[config.mk]
export PLATFORM = sky130hd
export DESIGN_NAME = hazard_ctrl
export DESIGN_NICKNAME = d
export VERILOG_FILES = /design/src/rtl/hazard_ctrl.sv
export SDC_FILE = /design/constraint.sdc
export NUM_CORES = 1
export LEC_CHECK = 0
export ABC_AREA = 1
export CORE_ASPECT_RATIO = 1.25
export CORE_MARGIN = 2
export CORE_UTILIZATION = 40
export DETAILED_ROUTE_END_ITERATION = 16
export PLACE_DENSITY = 0.82
export SYNTH_ARGS = -nofsm -noshare
export SYNTH_HDL_FRONTEND = slang
export SYNTH_SLANG_ARGS = --single-unit
[constraint.sdc]
create_clock -name clk_i -period 1.4 [get_ports clk_i]
set_input_delay 0.14 -clock clk_i [delete_from_list [all_inputs] [get_ports clk_i]]
set_output_delay 0.14 -clock clk_i [all_outputs]
set_load 0.02 [all_outputs]
[src/rtl/hazard_ctrl.sv]
// -----------------------------------------------------------------------------
// hazard_ctrl
//   Hazard detection and forwarding control for a 5-stage pipeline with a
//   multi-cycle mult/div unit in EX.
//
//   Forwarding:
//     forward_a_oe2/forward_b_oe2 : EX operand select
//                                   (00 regfile, 10 MEM result, 01 WB result)
//     forward_a_id/forward_b_id   : ID branch comparator takes the MEM result
//   Stalls:
//     stall_if, stall_id : hold PC and IF/ID
//     flush_oe           : bubble into ID/EX
//     flush_id           : squash IF/ID on a taken branch, unless stalled
//   Mult/div occupancy:
//     muldiv_busy        : unit busy for exactly MULDIV_CYCLES cycles after
//                          muldiv_start_oe is sampled
//
//   Inputs:
//     clk_i, reset_ni                              clock, async active-low reset
//     rs_id5, rt_id5                               ID source registers
//     rs_oe5, rt_oe5                               EX source registers
//     write_reg_oe5/om5/ow5, enable_wreg_oe/om/ow  EX/MEM/WB destinations
//     mem_to_reg_oe, mem_to_reg_om                 load in EX / MEM
//     branch_id, pc_src_id                         branch in ID / taken
//     muldiv_start_oe, muldiv_id, mfhilo_id        mult/div control
//
//   Only the mult/div FSM state and its counter are registered; every other
//   output is combinational from the current inputs and that state.
// -----------------------------------------------------------------------------
module hazard_ctrl #(
  parameter int unsigned MULDIV_CYCLES = 32
) (
  input  logic       clk_i,
  input  logic       reset_ni,

  input  logic [4:0] rs_id5,
  input  logic [4:0] rt_id5,
  input  logic [4:0] rs_oe5,
  input  logic [4:0] rt_oe5,

  input  logic [4:0] write_reg_oe5,
  input  logic [4:0] write_reg_om5,
  input  logic [4:0] write_reg_ow5,
  input  logic       enable_wreg_oe,
  input  logic       enable_wreg_om,
  input  logic       enable_wreg_ow,

  input  logic       mem_to_reg_oe,
  input  logic       mem_to_reg_om,

  input  logic       branch_id,
  input  logic       pc_src_id,

  input  logic       muldiv_start_oe,
  input  logic       muldiv_id,
  input  logic       mfhilo_id,

  output logic       stall_if,
  output logic       stall_id,
  output logic       flush_oe,
  output logic       flush_id,

  output logic [1:0] forward_a_oe2,
  output logic [1:0] forward_b_oe2,
  output logic       forward_a_id,
  output logic       forward_b_id,

  output logic       muldiv_busy
);

  localparam int unsigned CNT_W = (MULDIV_CYCLES > 1) ? $clog2(MULDIV_CYCLES) : 1;
  localparam logic [CNT_W-1:0] CNT_LOAD = CNT_W'(MULDIV_CYCLES - 1);

  localparam logic [0:0] ST_IDLE = 1'b0;
  localparam logic [0:0] ST_BUSY = 1'b1;

  localparam logic [1:0] FWD_RF  = 2'b00;
  localparam logic [1:0] FWD_MEM = 2'b10;
  localparam logic [1:0] FWD_WB  = 2'b01;

  // ---------------------------------------------------------------------------
  // Qualified writers: a stage only counts as a producer when it writes a
  // register other than r0 (r0 is hardwired zero, never forwarded or waited on).
  // ---------------------------------------------------------------------------
  logic w_wr_oe_nz;
  logic w_wr_om_nz;
  logic w_wr_ow_nz;

  assign w_wr_oe_nz = (write_reg_oe5 != 5'd0);
  assign w_wr_om_nz = (write_reg_om5 != 5'd0);
  assign w_wr_ow_nz = (write_reg_ow5 != 5'd0);

  logic w_om_writes;
  logic w_ow_writes;

  assign w_om_writes = enable_wreg_om & w_wr_om_nz;
  assign w_ow_writes = enable_wreg_ow & w_wr_ow_nz;

  // ---------------------------------------------------------------------------
  // EX operand forwarding: MEM result is newer than WB, so it wins.
  // ---------------------------------------------------------------------------
  logic w_fa_mem;
  logic w_fa_wb;
  logic w_fb_mem;
  logic w_fb_wb;

  assign w_fa_mem = w_om_writes & (write_reg_om5 == rs_oe5);
  assign w_fa_wb  = w_ow_writes & (write_reg_ow5 == rs_oe5);
  assign w_fb_mem = w_om_writes & (write_reg_om5 == rt_oe5);
  assign w_fb_wb  = w_ow_writes & (write_reg_ow5 == rt_oe5);

  always_comb begin
    forward_a_oe2 = FWD_RF;
    forward_b_oe2 = FWD_RF;
    if (w_fa_mem) begin
      forward_a_oe2 = FWD_MEM;
    end else if (w_fa_wb) begin
      forward_a_oe2 = FWD_WB;
    end
    if (w_fb_mem) begin
      forward_b_oe2 = FWD_MEM;
    end else if (w_fb_wb) begin
      forward_b_oe2 = FWD_WB;
    end
  end

  // ID branch comparator operand forwarding from MEM.
  assign forward_a_id = w_om_writes & (write_reg_om5 == rs_id5);
  assign forward_b_id = w_om_writes & (write_reg_om5 == rt_id5);

  // ---------------------------------------------------------------------------
  // Stall sources
  // ---------------------------------------------------------------------------
  logic w_oe_hits_id;
  logic w_om_hits_id;

  assign w_oe_hits_id = w_wr_oe_nz &
                        ((write_reg_oe5 == rs_id5) | (write_reg_oe5 == rt_id5));
  assign w_om_hits_id = w_wr_om_nz &
                        ((write_reg_om5 == rs_id5) | (write_reg_om5 == rt_id5));

  logic w_lw_stall;
  logic w_br_stall;
  logic w_md_stall;
  logic w_stall;

  // Load in EX feeding ID: data is not available until after MEM.
  assign w_lw_stall = mem_to_reg_oe & w_oe_hits_id;

  // Branch resolves in ID: wait for any ALU result still in EX, and for a
  // load result still in MEM.
  assign w_br_stall = branch_id &
                      ((enable_wreg_oe & w_oe_hits_id) |
                       (mem_to_reg_om  & w_om_hits_id));

  // ---------------------------------------------------------------------------
  // Mult/div occupancy FSM (state register + next-state logic)
  // ---------------------------------------------------------------------------
  logic [0:0]       r_state;
  logic [CNT_W-1:0] r_cnt;
  logic [0:0]       w_state_nxt;
  logic [CNT_W-1:0] w_cnt_nxt;

  always_ff @(posedge clk_i or negedge reset_ni) begin
    if (!reset_ni) begin
      r_state <= ST_IDLE;
      r_cnt   <= '0;
    end else begin
      r_state <= w_state_nxt;
      r_cnt   <= w_cnt_nxt;
    end
  end

  // A start seen while BUSY is dropped; the counter is never reloaded mid-run.
  always_comb begin
    w_state_nxt = r_state;
    w_cnt_nxt   = r_cnt;
    case (r_state)
      ST_IDLE: begin
        if (muldiv_start_oe) begin
          w_state_nxt = ST_BUSY;
          w_cnt_nxt   = CNT_LOAD;
        end
      end
      ST_BUSY: begin
        if (r_cnt == '0) begin
          w_state_nxt = ST_IDLE;
        end else begin
          w_cnt_nxt = r_cnt - CNT_W'(1);
        end
      end
      default: begin
        w_state_nxt = ST_IDLE;
        w_cnt_nxt   = '0;
      end
    endcase
  end

  assign muldiv_busy = (r_state == ST_BUSY);

  // Any access to HI/LO or a new mult/div must wait for the unit.
  assign w_md_stall = muldiv_busy & (mfhilo_id | muldiv_id);

  // ---------------------------------------------------------------------------
  // Pipeline control outputs
  // ---------------------------------------------------------------------------
  assign w_stall  = w_lw_stall | w_br_stall | w_md_stall;

  assign stall_if = w_stall;
  assign stall_id = w_stall;
  assign flush_oe = w_stall;

  // A taken branch held in ID by a stall is re-evaluated next cycle.
  assign flush_id = pc_src_id & ~w_stall;

endmodule

# ---- Word-level counts from Yosys, hierarchy flattened
# Cells that the tools add are included.
dict set report op_classes {
  add_sub_neg 1
  eq_ne 10
  mux 10
  bitwise_logic 24
  n_reduce_logical 5
}
# operator count
set ops {}
lappend ops {{$eq A5 B5 Y1} 8}
lappend ops {{$and A1 B1 Y1} 16}
lappend ops {{$reduce_bool A5 Y1} 3}
lappend ops {{$mux W5} 2}
lappend ops {{$pmux W5 S2} 1}
lappend ops {{$or A1 B1 Y1} 6}
lappend ops {{$logic_not A5 Y1} 1}
lappend ops {{$sub A5 B1 Y5 const B} 1}
lappend ops {{$mux W1} 4}
lappend ops {{$mux W2} 2}
lappend ops {{$ne A2 B2 Y1 const B} 2}
lappend ops {{$not A1 Y1} 2}
lappend ops {{$pmux W1 S2} 1}
lappend ops {{$reduce_and A2 Y1} 1}
dict set report totals {
  regBits 6
  in_bits 47
  output_inout_bits 11
  wordCells 52
}

# ---- Longest topological paths before layout
# Gate-level depths: netlist of run 1.
dict set report depth {
  word_depth 10
  depth_mapped 10
  mapped_depth_nobuf 9
}

# ---- Worst setup path after synthesis of run 1
# OpenSTA, ideal clock, no wires.
dict set report synth_timing {
  path_kind {reg-to-reg}
  from {reg r_cnt[0]}
  to {reg r_cnt[2]}
  arrival_time_ns 1.125
  required_ns 1.275
  slack_ns 0.150
  path_stages_with_launch 9
  n_path_buf 0
  synth_period_minus_slack_ns 1.250
  path_cell_list {dfrtp_1 -> inv_1 -> ha_1 -> a31oi_1 -> nor2_2 -> inv_2 -> nand2_1 -> nand2_1 -> nand3_1}
}
dict set report synth_between {
  elab_chain_len 3
}
# item line
set synth_rtl {}
lappend synth_rtl {{start: declaration} 160} ;# logic [CNT_W-1:0] r_cnt;
lappend synth_rtl {{start signal: assignment} 170} ;# r_cnt <= w_cnt_nxt;
lappend synth_rtl {{$sub A5 B1 Y5 or $logic_not A5 Y1 (tied branches)} {189, 186}}
lappend synth_rtl {{$mux W5 or $ne A2 B2 Y1 (tied branches)} -}
lappend synth_rtl {{$pmux W5 S2 or $reduce_and A2 Y1 (tied branches)} -}
# Parallel ways exist; a longest one is shown, timed or not. The select of a mux whose other input is x is not followed.
# A chain may end at the register's enable or synchronous reset.

# ---- Final worst setup path of run 1
dict set report layout_timing {
  from {in muldiv_id}
  to {out flush_id}
}
dict set report layout_between {
  elab_chain_len 5
}
# item line
set layout_rtl {}
lappend layout_rtl {{start: declaration} 55} ;# input logic muldiv_id,
lappend layout_rtl {{$or A1 B1 Y1} 202} ;# assign w_md_stall = muldiv_busy & (mfhilo_id | muldiv_id);
lappend layout_rtl {{$and A1 B1 Y1} 202}
lappend layout_rtl {{$or A1 B1 Y1} 207} ;# assign w_stall = w_lw_stall | w_br_stall | w_md_stall;
lappend layout_rtl {{$not A1 Y1} 214} ;# assign flush_id = pc_src_id & ~w_stall;
lappend layout_rtl {{$and A1 B1 Y1} 214}
lappend layout_rtl {{end: declaration} 61} ;# output logic flush_id,
# Every way passes these cells.

==> flow_metrics.py, run 1 <==
metrics = {
    "placement": {
        "dp_slack_ps": -772,
        "place.detailed.hpwl_mm": 2.40,
        "port_buffers": 57,
        "gp_routability_congestion": 0.770,
    },
    "detailed_routing": {
        "drt_first_pass_iters": 4,
        "detailroute.via_count": 1237,
        "routed_wire_length_per_instance_um": 10.8,
        "drt_iter0_drc": 19,
        "number_of_nets_still_failing_antenna_checks_after_routing": 0,
        "number_of_remaining_drc_errors": 0,
        "post_drt_via_cell_ratio": 4.55,
        "route.final.wire_length_mm": 2.93,
    },
    "layout": {
        "final_nets": 289,
        "mostFrequentLayoutCell": "nand2_1",
        "antenna_cells": 0,
        "layout-drive-gt1-share_pct": 24.8,
        "area_growth_pct": 60.8,
        "layout.cells.most_common_list": "nand2_1 (51), inv_1 (21), nor2_1 (17), dlygate4sd2_1 (17), buf_4 (14)",
    },
    "global_route": {
        "grt_pass1_wl_mm": 5.02,
        "global_route.overflow_total": 0,
        "grt.total_usage_pct": 19.8,
        "vias_in_the_first_global_route": 1240,
        "antenna_found_initial": 0,
        "pin_count_of_the_biggest_net_entering_global_routing": 8,
    },
    "job": {
        "cap_violations": 0,
    },
    "sta": {
        "setup-violations-final": 0,
        "period_minus_slack_ps": 1350,
        "max_slew_vio_count": 0,
        "fmax_mhz": 740,
        "max_slew_margin_pct": 76.8,
        "worst_pin_slew_ps": 345,
        "final_min_period_over_clock_period_pct": 96.5,
        "hold_ws_ps": 144,
        "finalHoldViolations": 0,
        "setup-tns-final_ps": 0,
        "final.setup.worst_slack_ps": 49.4,
        "fin_skew_ps": 3.90,
    },
    "pwr": {
        "power.leakage_nw": 0.968,
        "pwr_density_cell_nw_per_um2": 866,
        "ir_drop_mv": 0.983,
    },
    "clock_network": {
        "insertion_delay_ps": 240,
        "worst_setup_hold_path_clk_slew_ps": 50,
        "tritoncts_num_sinks": 6,
        "clk_root_buffer_cell": "clkbuf_4",
        "cts_htree_levels": 1,
        "hold_buffers_post_cts": 0,
        "cts_buffers": 3,
        "max-clock-path-buffers": 2,
        "tritoncts": "yes",
    },
    "critical_path": {
        "timing.critical_path.buf_inv": 2,
        "crit_path_max_fanout": 4,
        "crit_chain": "clkdlybuf4s50_1 > o21ai_0 > nand3_4 > nor2_2 > buf_6",
        "crit_path_start_kind": "input port",
        "cp.required_ps": 1260,
        "timing_worst_setup_path_type": "input port to output port",
        "family_with_the_most_delay_on_the_worst_path": "buffers and inverters",
        "crit_arrival_ps": 1210,
        "timing.critical_path.slowest_stage_cell": "clkdlybuf4s50_1",
        "worstSetupEndpointType": "output port",
        "critical-path-max-stage-delay_ps": 390,
    },
    "die": {
        "floorplan.die.height_um": 62.4,
        "die_width_um": 50.7,
        "initial_core_util_pct": 41.6,
        "number_of_placement_rows": 21,
        "dieArea_um2": 3170,
        "ioPinCount": 58,
        "design.core.area_um2": 2630,
    },
    "synthesis": {
        "dominant_cell_type_by_area_after_synthesis": "nand2_1",
        "mappedNetlistArea_um2": 1090,
        "yosysSeqAreaShare_pct": 13.7,
        "synth_warnings": 0,
        "area_share_of_the_largest_cell_type_after_synthesis_pct": 17.9,
        "synth_area_leaders": "nand2_1 (18%), dfrtp_1 (14%), xnor2_1 (11%), xor2_1 (10%), inv_1 (8.9%)",
        "post_synth_num_cell_types": 24,
        "postSynthNetCount": 225,
        "synthesized_flop_and_latch_total": 6,
        "netlist_instances": 176,
        "synth.avg_cell_area_um2": 6.21,
    },
    "hold_path": {
        "class_of_the_most_critical_hold_timing_path": "input port to async pin",
    },
    "run_status": {
        "run_status": "complete, no violations",
    },
}
final timing paths:
kind,from,endpoint,slack [ps],cells past startpoint
max,muldiv_id,flush_id,50,5
min,reset_ni,muldiv_busy,140,1
max reg2reg,r_cnt[0],r_cnt[4],80,7
min reg2reg,r_cnt[2],r_cnt[2],540,2
max in group asynchronous,reset_ni,r_cnt[0],1030,1
min in group clk_i,muldiv_start_oe,r_cnt[3],530,3
flip-flops by register name, indices dropped and copies added, names as in the netlist:
name,flops
r_cnt,5
muldiv_busy,1
synth_stat cells, drive strengths merged:
library cell	n
a21oi	1
a22oi	1
a31oi	1
buf	8
dfrtp	6
ha	2
inv	29
nand2	53
nand3	11
nand3b	1
nand4	4
nor2	21
nor3	2
nor4	2
o21ai	6
o21bai	1
xnor2	14
xor2	13
layer usage:
layer	GRT usage (%)	share of wire (%)
met2	35.4	54
met1	23.6	41
met5	0	0
met4	7.43	0.48
met3	2.39	4.4
cell families after synthesis:
kind of cell               after synthesis  share of synthesized area (%)
buffers and inverters                   37                           16.5
xor gates and xnor gates                27                           21.6
and+or+nand+nor                         94                           40.7
DFF                                      6                           13.7
adders and majority gates                2                           2.29
AOI/OAI and AO/OA                       10                           5.16
power by group:
part / leakage [nW] / switching, mW / internal, mW
Clock: 0.0138 / 0.0609 / 0.0969
Sequential: 0.0667 / 0.0507 / 0.269
Combinational: 0.887 / 0.555 / 0.488
Total: 0.968 / 0.666 / 0.854
stage by stage:
stage	area [um^2]	power, mW	cells	utilization [%]
detailed placement	1700	1.33	268	64.8
global route	1760	1.67	272	66.9
CTS	1690	1.44	271	64.3
finish	1760	1.52	272	66.9
global placement	1700	1.31	268	64.8
floorplan	1090	0.920	176	-
what timing repair did:
item	4_1_cts	5_1_grt
resized for setup	96	38
pin swaps	16	20
endpoints found under the setup margin	11	11
buffers inserted	0	1
hold endpoints to repair	0	0
layout make-up:
cell class / instances / area (um^2)
multi-input combinational: 133 / 846
tap: 34 / 42.5
fill: 241 / 871
timing repair buffer: 67 / 587
clock buffer: 3 / 22.5
sequential: 6 / 150
inverter: 29 / 109
Power figures use the tool's default switching activity.
==> run 2, diff against run 1 <==
--- a/config.mk
+++ b/config.mk
@@ -14,3 +14,4 @@
 export SYNTH_ARGS = -nofsm -noshare
 export SYNTH_HDL_FRONTEND = slang
 export SYNTH_SLANG_ARGS = --single-unit
+export TNS_END_PERCENT = 30
==> run 2 against run 1 <==
Net effect: combinational power about the same; register-to-register slack hardly changed; critical path depth stayed put; setup slack unchanged; sequential share of layout area hardly changed; first-iteration DRC count did not move.
==> flow_metrics.py, run 2 (synthesis results as in run 1) <==
metrics = {
    "pwr": {
        "sw_frac_of_total_pct": 44.0,
        "share_seq_of_total_power_pct": 21.1,
        "p_int_mw": 0.848,
        "pwr_density_cell_nw_per_um2": 863,
        "power.leakage_nw": 0.973,
        "ir_drop_mv": 0.969,
        "power.combinational.fraction_pct": 68.4,
        "net-switching-power_mw": 0.665,
        "clock_share_of_power_pct": 10.4,
    },
    "placement": {
        "place.detailed.hpwl_mm": 2.40,
        "port_buffers": 57,
        "placedCellCount": 268,
        "gp_routability_congestion": 0.770,
        "postPlaceCellArea_um2": 1700,
    },
    "detailed_routing": {
        "detailroute.via_count": 1236,
        "post_drt_via_cell_ratio": 4.54,
        "drt_first_pass_iters": 4,
        "number_of_nets_still_failing_antenna_checks_after_routing": 0,
        "route.final.wire_length_mm": 2.92,
        "number_of_remaining_drc_errors": 0,
        "drt_iter0_drc": 19,
        "routed_wire_length_per_instance_um": 10.7,
    },
    "global_route": {
        "grt.total_usage_pct": 19.8,
        "antenna_found_initial": 0,
        "pin_count_of_the_biggest_net_entering_global_routing": 8,
        "global_route.overflow_total": 0,
        "vias_in_the_first_global_route": 1240,
        "grt_pass1_wl_mm": 5.02,
    },
    "hold_path": {
        "class_of_the_most_critical_hold_timing_path": "input port to async pin",
    },
    "die": {
        "die_width_um": 50.7,
        "dieArea_um2": 3170,
        "floorplan.die.height_um": 62.4,
        "initial_core_util_pct": 41.6,
        "ioPinCount": 58,
        "number_of_placement_rows": 21,
        "design.core.area_um2": 2630,
    },
    "critical_path": {
        "timing.rr.start": "r_cnt[1]",
        "worstSetupEndpointType": "output port",
        "crit_arrival_ps": 1210,
        "setup.reg_to_reg.worst_slack_ps": 90,
        "regToRegEndpoint": "r_cnt[2]",
        "crit_chain": "clkdlybuf4s50_1 > o21ai_0 > nand3_4 > nor2_2 > buf_6",
        "crit_path_start_kind": "input port",
        "timing_worst_setup_path_type": "input port to output port",
        "crit_path_max_fanout": 4,
        "critical-path-max-stage-delay_ps": 390,
        "worst_r2r_path_depth": 8,
        "timing.critical_path.slowest_stage_cell": "clkdlybuf4s50_1",
        "cp.required_ps": 1260,
    },
    "sta": {
        "rsz0062_at_grt": "true",
        "final_min_period_over_clock_period_pct": 96.5,
        "period_minus_slack_ps": 1350,
        "fin_skew_ps": 3.92,
        "max_slew_margin_pct": 76.8,
        "finalHoldViolations": 0,
        "setup-violations-final": 0,
        "setup-tns-final_ps": 0,
        "worst_pin_slew_ps": 345,
        "max_slew_vio_count": 0,
        "hold_ws_ps": 144,
        "fmax_mhz": 740,
    },
    "layout": {
        "layout-drive-gt1-share_pct": 24.4,
        "fillerInstances": 242,
        "final_cell_area_um2": 1750,
        "antenna_cells": 0,
        "largest_register": "r_cnt",
        "area_growth_pct": 60.5,
        "layout.cells.most_common_list": "nand2_1 (51), inv_1 (21), dlygate4sd2_1 (18)",
        "mostFrequentLayoutCell": "nand2_1",
        "final_cells": 272,
        "final_nets": 289,
        "largest_register_ff_count": 5,
        "finalCoreUtilization_pct": 66.7,
    },
    "clock_network": {
        "tritoncts_num_sinks": 6,
        "clk_root_buffer_cell": "clkbuf_4",
        "max-clock-path-buffers": 2,
        "tritoncts": "yes",
        "insertion_delay_ps": 240,
        "hold_buffers_post_cts": 0,
        "cts_buffers": 3,
        "worst_setup_hold_path_clk_slew_ps": 50,
        "cts_htree_levels": 1,
    },
    "job": {
        "cap_violations": 0,
    },
    "run_status": {
        "run_status": "complete, no violations",
    },
}
run 2: cell types whose count changed in the layout (fill, tap and decap cells not counted):
cell	change
clkdlybuf4s15_1	-1
dlygate4sd2_1	+1
ha_1	+1
ha_2	-1
run 2: final cells by class:
| class | count | area (um^2) | share of cell area (%) |
|---|---|---|---|
| flip-flops and latches | 6 | 150 | 8.57 |
| well taps | 34 | 42.5 | 2.43 |
| inverters | 29 | 109 | 6.21 |
| clock buffers | 3 | 22.5 | 1.28 |
| repair buffers | 67 | 586 | 33.4 |
| multi-input cells | 133 | 843 | 48.1 |
run 2: power groups by stage:
stage	Combinational (mW)	Sequential [mW]	Clock [mW]
6_report	1.04	0.320	0.158
5_1_grt	1.16	0.327	0.173
4_1_cts	0.955	0.319	0.165
3_5_place_dp	1.01	0.321	0
3_3_place_gp	0.994	0.316	0
2_1_floorplan	0.593	0.327	0
run 2: per-layer routing:
metal | track usage (%) | part of all wire (%) | vias to the layer above | wire (um)
met5 | 0 | 0 | - | 0
met4 | 7.43 | 0.48 | 0 | 14
met3 | 2.39 | 4.4 | 2 | 127
met2 | 35.4 | 55 | 28 | 1590
met1 | 23.6 | 41 | 550 | 1180
li1 | - | - | 656 | -
run 2: how the worst max path moves through the flow:
stage | start | end | cells after the start
after floorplan | r_cnt[0] | r_cnt[2] | 8
after global placement | write_reg_om5[3] | flush_id | 9
after detailed placement | write_reg_om5[3] | flush_oe | 10
after CTS | rs_oe5[0] | forward_a_oe2[0] | 6
after global routing | write_reg_om5[0] | forward_b_oe2[0] | 7
final | muldiv_id | flush_id | 5
run 2: timing repair:
item                                   4_1_cts  5_1_grt
gates resized for setup                     96       36
pin swaps                                   16       16
buffers inserted                             0        1
endpoints found under the hold margin        0        0
setup endpoints to repair                   11       11
run 2: critical path, delay by kind of cell:
family | cells | cell delay, ps
buffers and inverters | 2 | 510
AND/OR/NAND/NOR | 2 | 240
AO/OA/AOI/OAI | 1 | 310
run 2: metrics by stage:
stage | setup WS [ps] | power, mW
finish | 49.4 | 1.51
global route | -34.2 | 1.66
CTS | 0.828 | 1.44
detailed placement | -772 | 1.33
global placement | -747 | 1.31
floorplan | 150 | 0.920
==> run 3, diff against run 2 <==
--- a/config.mk
+++ b/config.mk
@@ -6,11 +6,12 @@
 export NUM_CORES = 1
 export LEC_CHECK = 0
 export ABC_AREA = 1
+export CAP_MARGIN = 20
 export CORE_ASPECT_RATIO = 1.25
 export CORE_MARGIN = 2
 export CORE_UTILIZATION = 40
 export DETAILED_ROUTE_END_ITERATION = 16
-export PLACE_DENSITY = 0.82
+export PLACE_DENSITY = 0.86
 export SYNTH_ARGS = -nofsm -noshare
 export SYNTH_HDL_FRONTEND = slang
 export SYNTH_SLANG_ARGS = --single-unit
==> run 3 against run 2 <==
Net effect: clock power up 4%; worst hold slack worse by 23 ps; flip-flop and latch count unchanged; non-clock buffer count up 3; final area up 1.5%; global-route usage up 0.38 points; count of clock-buffer cells in the layout unchanged; sequential power up 2%; register-to-register slack worse by 50 ps; combinational power about the same.
==> flow_metrics.py, run 3 (synthesis results as in run 1) <==
metrics = {
    "pwr": {
        "total_power_mw": 1.56,
        "p_int_mw": 0.857,
        "power.combinational.fraction_pct": 68.5,
        "share_seq_of_total_power_pct": 20.9,
        "power.leakage_nw": 1.02,
        "clock_share_of_power_pct": 10.6,
        "net-switching-power_mw": 0.704,
        "ir_drop_mv": 1.08,
        "sw_frac_of_total_pct": 45.1,
        "pwr_density_cell_nw_per_um2": 878,
    },
    "clock_network": {
        "insertion_delay_ps": 250,
        "tritoncts_num_sinks": 6,
        "max-clock-path-buffers": 2,
        "tritoncts": "yes",
        "hold_buffers_post_cts": 0,
        "cts_buffers": 3,
        "cts_htree_levels": 1,
        "clk_root_buffer_cell": "clkbuf_4",
        "worst_setup_hold_path_clk_slew_ps": 50,
    },
    "die": {
        "die_width_um": 50.7,
        "dieArea_um2": 3170,
        "ioPinCount": 58,
        "floorplan.die.height_um": 62.4,
        "design.core.area_um2": 2630,
        "initial_core_util_pct": 41.6,
        "number_of_placement_rows": 21,
    },
    "placement": {
        "place.detailed.hpwl_mm": 2.51,
        "gp_routability_congestion": 0.796,
        "port_buffers": 57,
    },
    "sta": {
        "period_minus_slack_ps": 1390,
        "worst_pin_slew_ps": 259,
        "final_min_period_over_clock_period_pct": 99.5,
        "fmax_mhz": 718,
        "finalHoldViolations": 0,
        "fin_skew_ps": 5.46,
        "max_slew_margin_pct": 82.7,
        "max_slew_vio_count": 0,
        "setup-violations-final": 0,
        "rsz0062_at_grt": "true",
        "hold_ws_ps": 121,
    },
    "layout": {
        "final_nets": 292,
        "largest_register": "r_cnt",
        "layout-drive-gt1-share_pct": 31.1,
        "mostFrequentLayoutCell": "nand2_1",
        "layout.cells.most_common_list": "nand2_1 (51), inv_1 (19), nor2_1 (17)",
        "antenna_cells": 0,
        "area_growth_pct": 62.9,
        "largest_register_ff_count": 5,
    },
    "hold_path": {
        "class_of_the_most_critical_hold_timing_path": "input port to async pin",
    },
    "critical_path": {
        "family_with_the_most_delay_on_the_worst_path": "simple AND/OR/NAND/NOR gates",
        "critical-path-max-stage-delay_ps": 250,
        "crit_path_max_fanout": 2,
        "cp.required_ps": 1260,
        "setup.reg_to_reg.worst_slack_ps": 40,
        "timing.critical_path.slowest_stage_cell": "dlygate4sd2_1",
        "timing.critical_path.buf_inv": 2,
        "crit_arrival_ps": 1250,
        "worstSetupEndpointType": "output port",
        "crit_chain": "dlygate4sd2_1 > xnor2_1 > nand3_2 > nor4_4 > nor2_1 > buf_4",
        "crit_path_start_kind": "input port",
        "timing_worst_setup_path_type": "input port to output port",
    },
    "global_route": {
        "antenna_found_initial": 0,
        "vias_in_the_first_global_route": 1252,
        "grt_pass1_wl_mm": 5.09,
        "global_route.overflow_total": 0,
        "grt.total_usage_pct": 20.2,
        "pin_count_of_the_biggest_net_entering_global_routing": 8,
    },
    "detailed_routing": {
        "drt_iter0_drc": 27,
        "route.final.wire_length_mm": 3.37,
        "post_drt_via_cell_ratio": 4.81,
        "routed_wire_length_per_instance_um": 12.2,
        "number_of_nets_still_failing_antenna_checks_after_routing": 0,
        "detailroute.via_count": 1324,
        "number_of_remaining_drc_errors": 0,
        "drt_first_pass_iters": 6,
    },
    "run_status": {
        "run_status": "complete, no violations",
    },
    "job": {
        "cap_violations": 0,
    },
}
run 3: metrics by stage:
| step | TNS, ps | worst slack [ps] | std cells | instance area [um^2] | util [%] |
|---|---|---|---|---|---|
| 2_1_floorplan | 0 | 150 | 176 | 1090 | - |
| 3_3_place_gp | -6760 | -736 | 270 | 1720 | 65.3 |
| 3_5_place_dp | -7010 | -771 | 270 | 1720 | 65.3 |
| 4_1_cts | -86.2 | -29.6 | 273 | 1700 | 64.8 |
| 5_1_grt | -252 | -58.4 | 275 | 1780 | 67.7 |
| 6_report | 0 | 7.47 | 275 | 1780 | 67.7 |
run 3: power groups by stage:
stage / combinational (mW) / clock [mW] / sequential, mW
floorplan: 0.593 / 0 / 0.327
global placement: 0.992 / 0 / 0.318
detailed placement: 1.02 / 0 / 0.319
CTS: 0.960 / 0.171 / 0.321
global route: 1.18 / 0.188 / 0.335
finish: 1.07 / 0.165 / 0.326
run 3: area by class of cell:
class,instances,area (um^2)
well taps,34,42.5
clock buffers,3,22.5
flip-flops and latches,6,150
fillers,207,848
repair buffers,70,583
inverters,29,109
multi-input cells,133,872
run 3: layer usage:
layer	GRT usage, %	share of wire, %	up-vias
met3	1.91	3.3	9
met5	0	0	-
li1	-	-	664
met2	38.8	56	39
met4	6.76	2.1	0
met1	22.2	38	612
run 3: repair_timing:
action | 4_1_cts | 5_1_grt
resized for setup | 84 | 68
pin swaps | 7 | 27
gates cloned | 0 | 0
setup endpoints to repair | 11 | 14
setup buffers | 0 | 2
run 3: worst register-to-register path, stage by stage, from the launching register on:
cell     delay, ps
dfrtp_1        380
inv_2           60
ha_2           170
a31oi_2        230
nor2_2          90
inv_2          120
nand2_1         60
nand2_1         60
nand3_1         70
run 3: path summary, 6_finish.rpt:
check | startpoint | endpoint | depth (start not counted)
worst max register to register | r_cnt[1] | r_cnt[2] | 8
worst min-delay path | reset_ni | r_cnt[4] | 1
min in group clk_i | muldiv_start_oe | r_cnt[3] | 3
worst min register to register | r_cnt[3] | r_cnt[3] | 2
worst max-delay path | rt_oe5[4] | forward_b_oe2[0] | 6
max in group asynchronous | reset_ni | muldiv_busy | 1
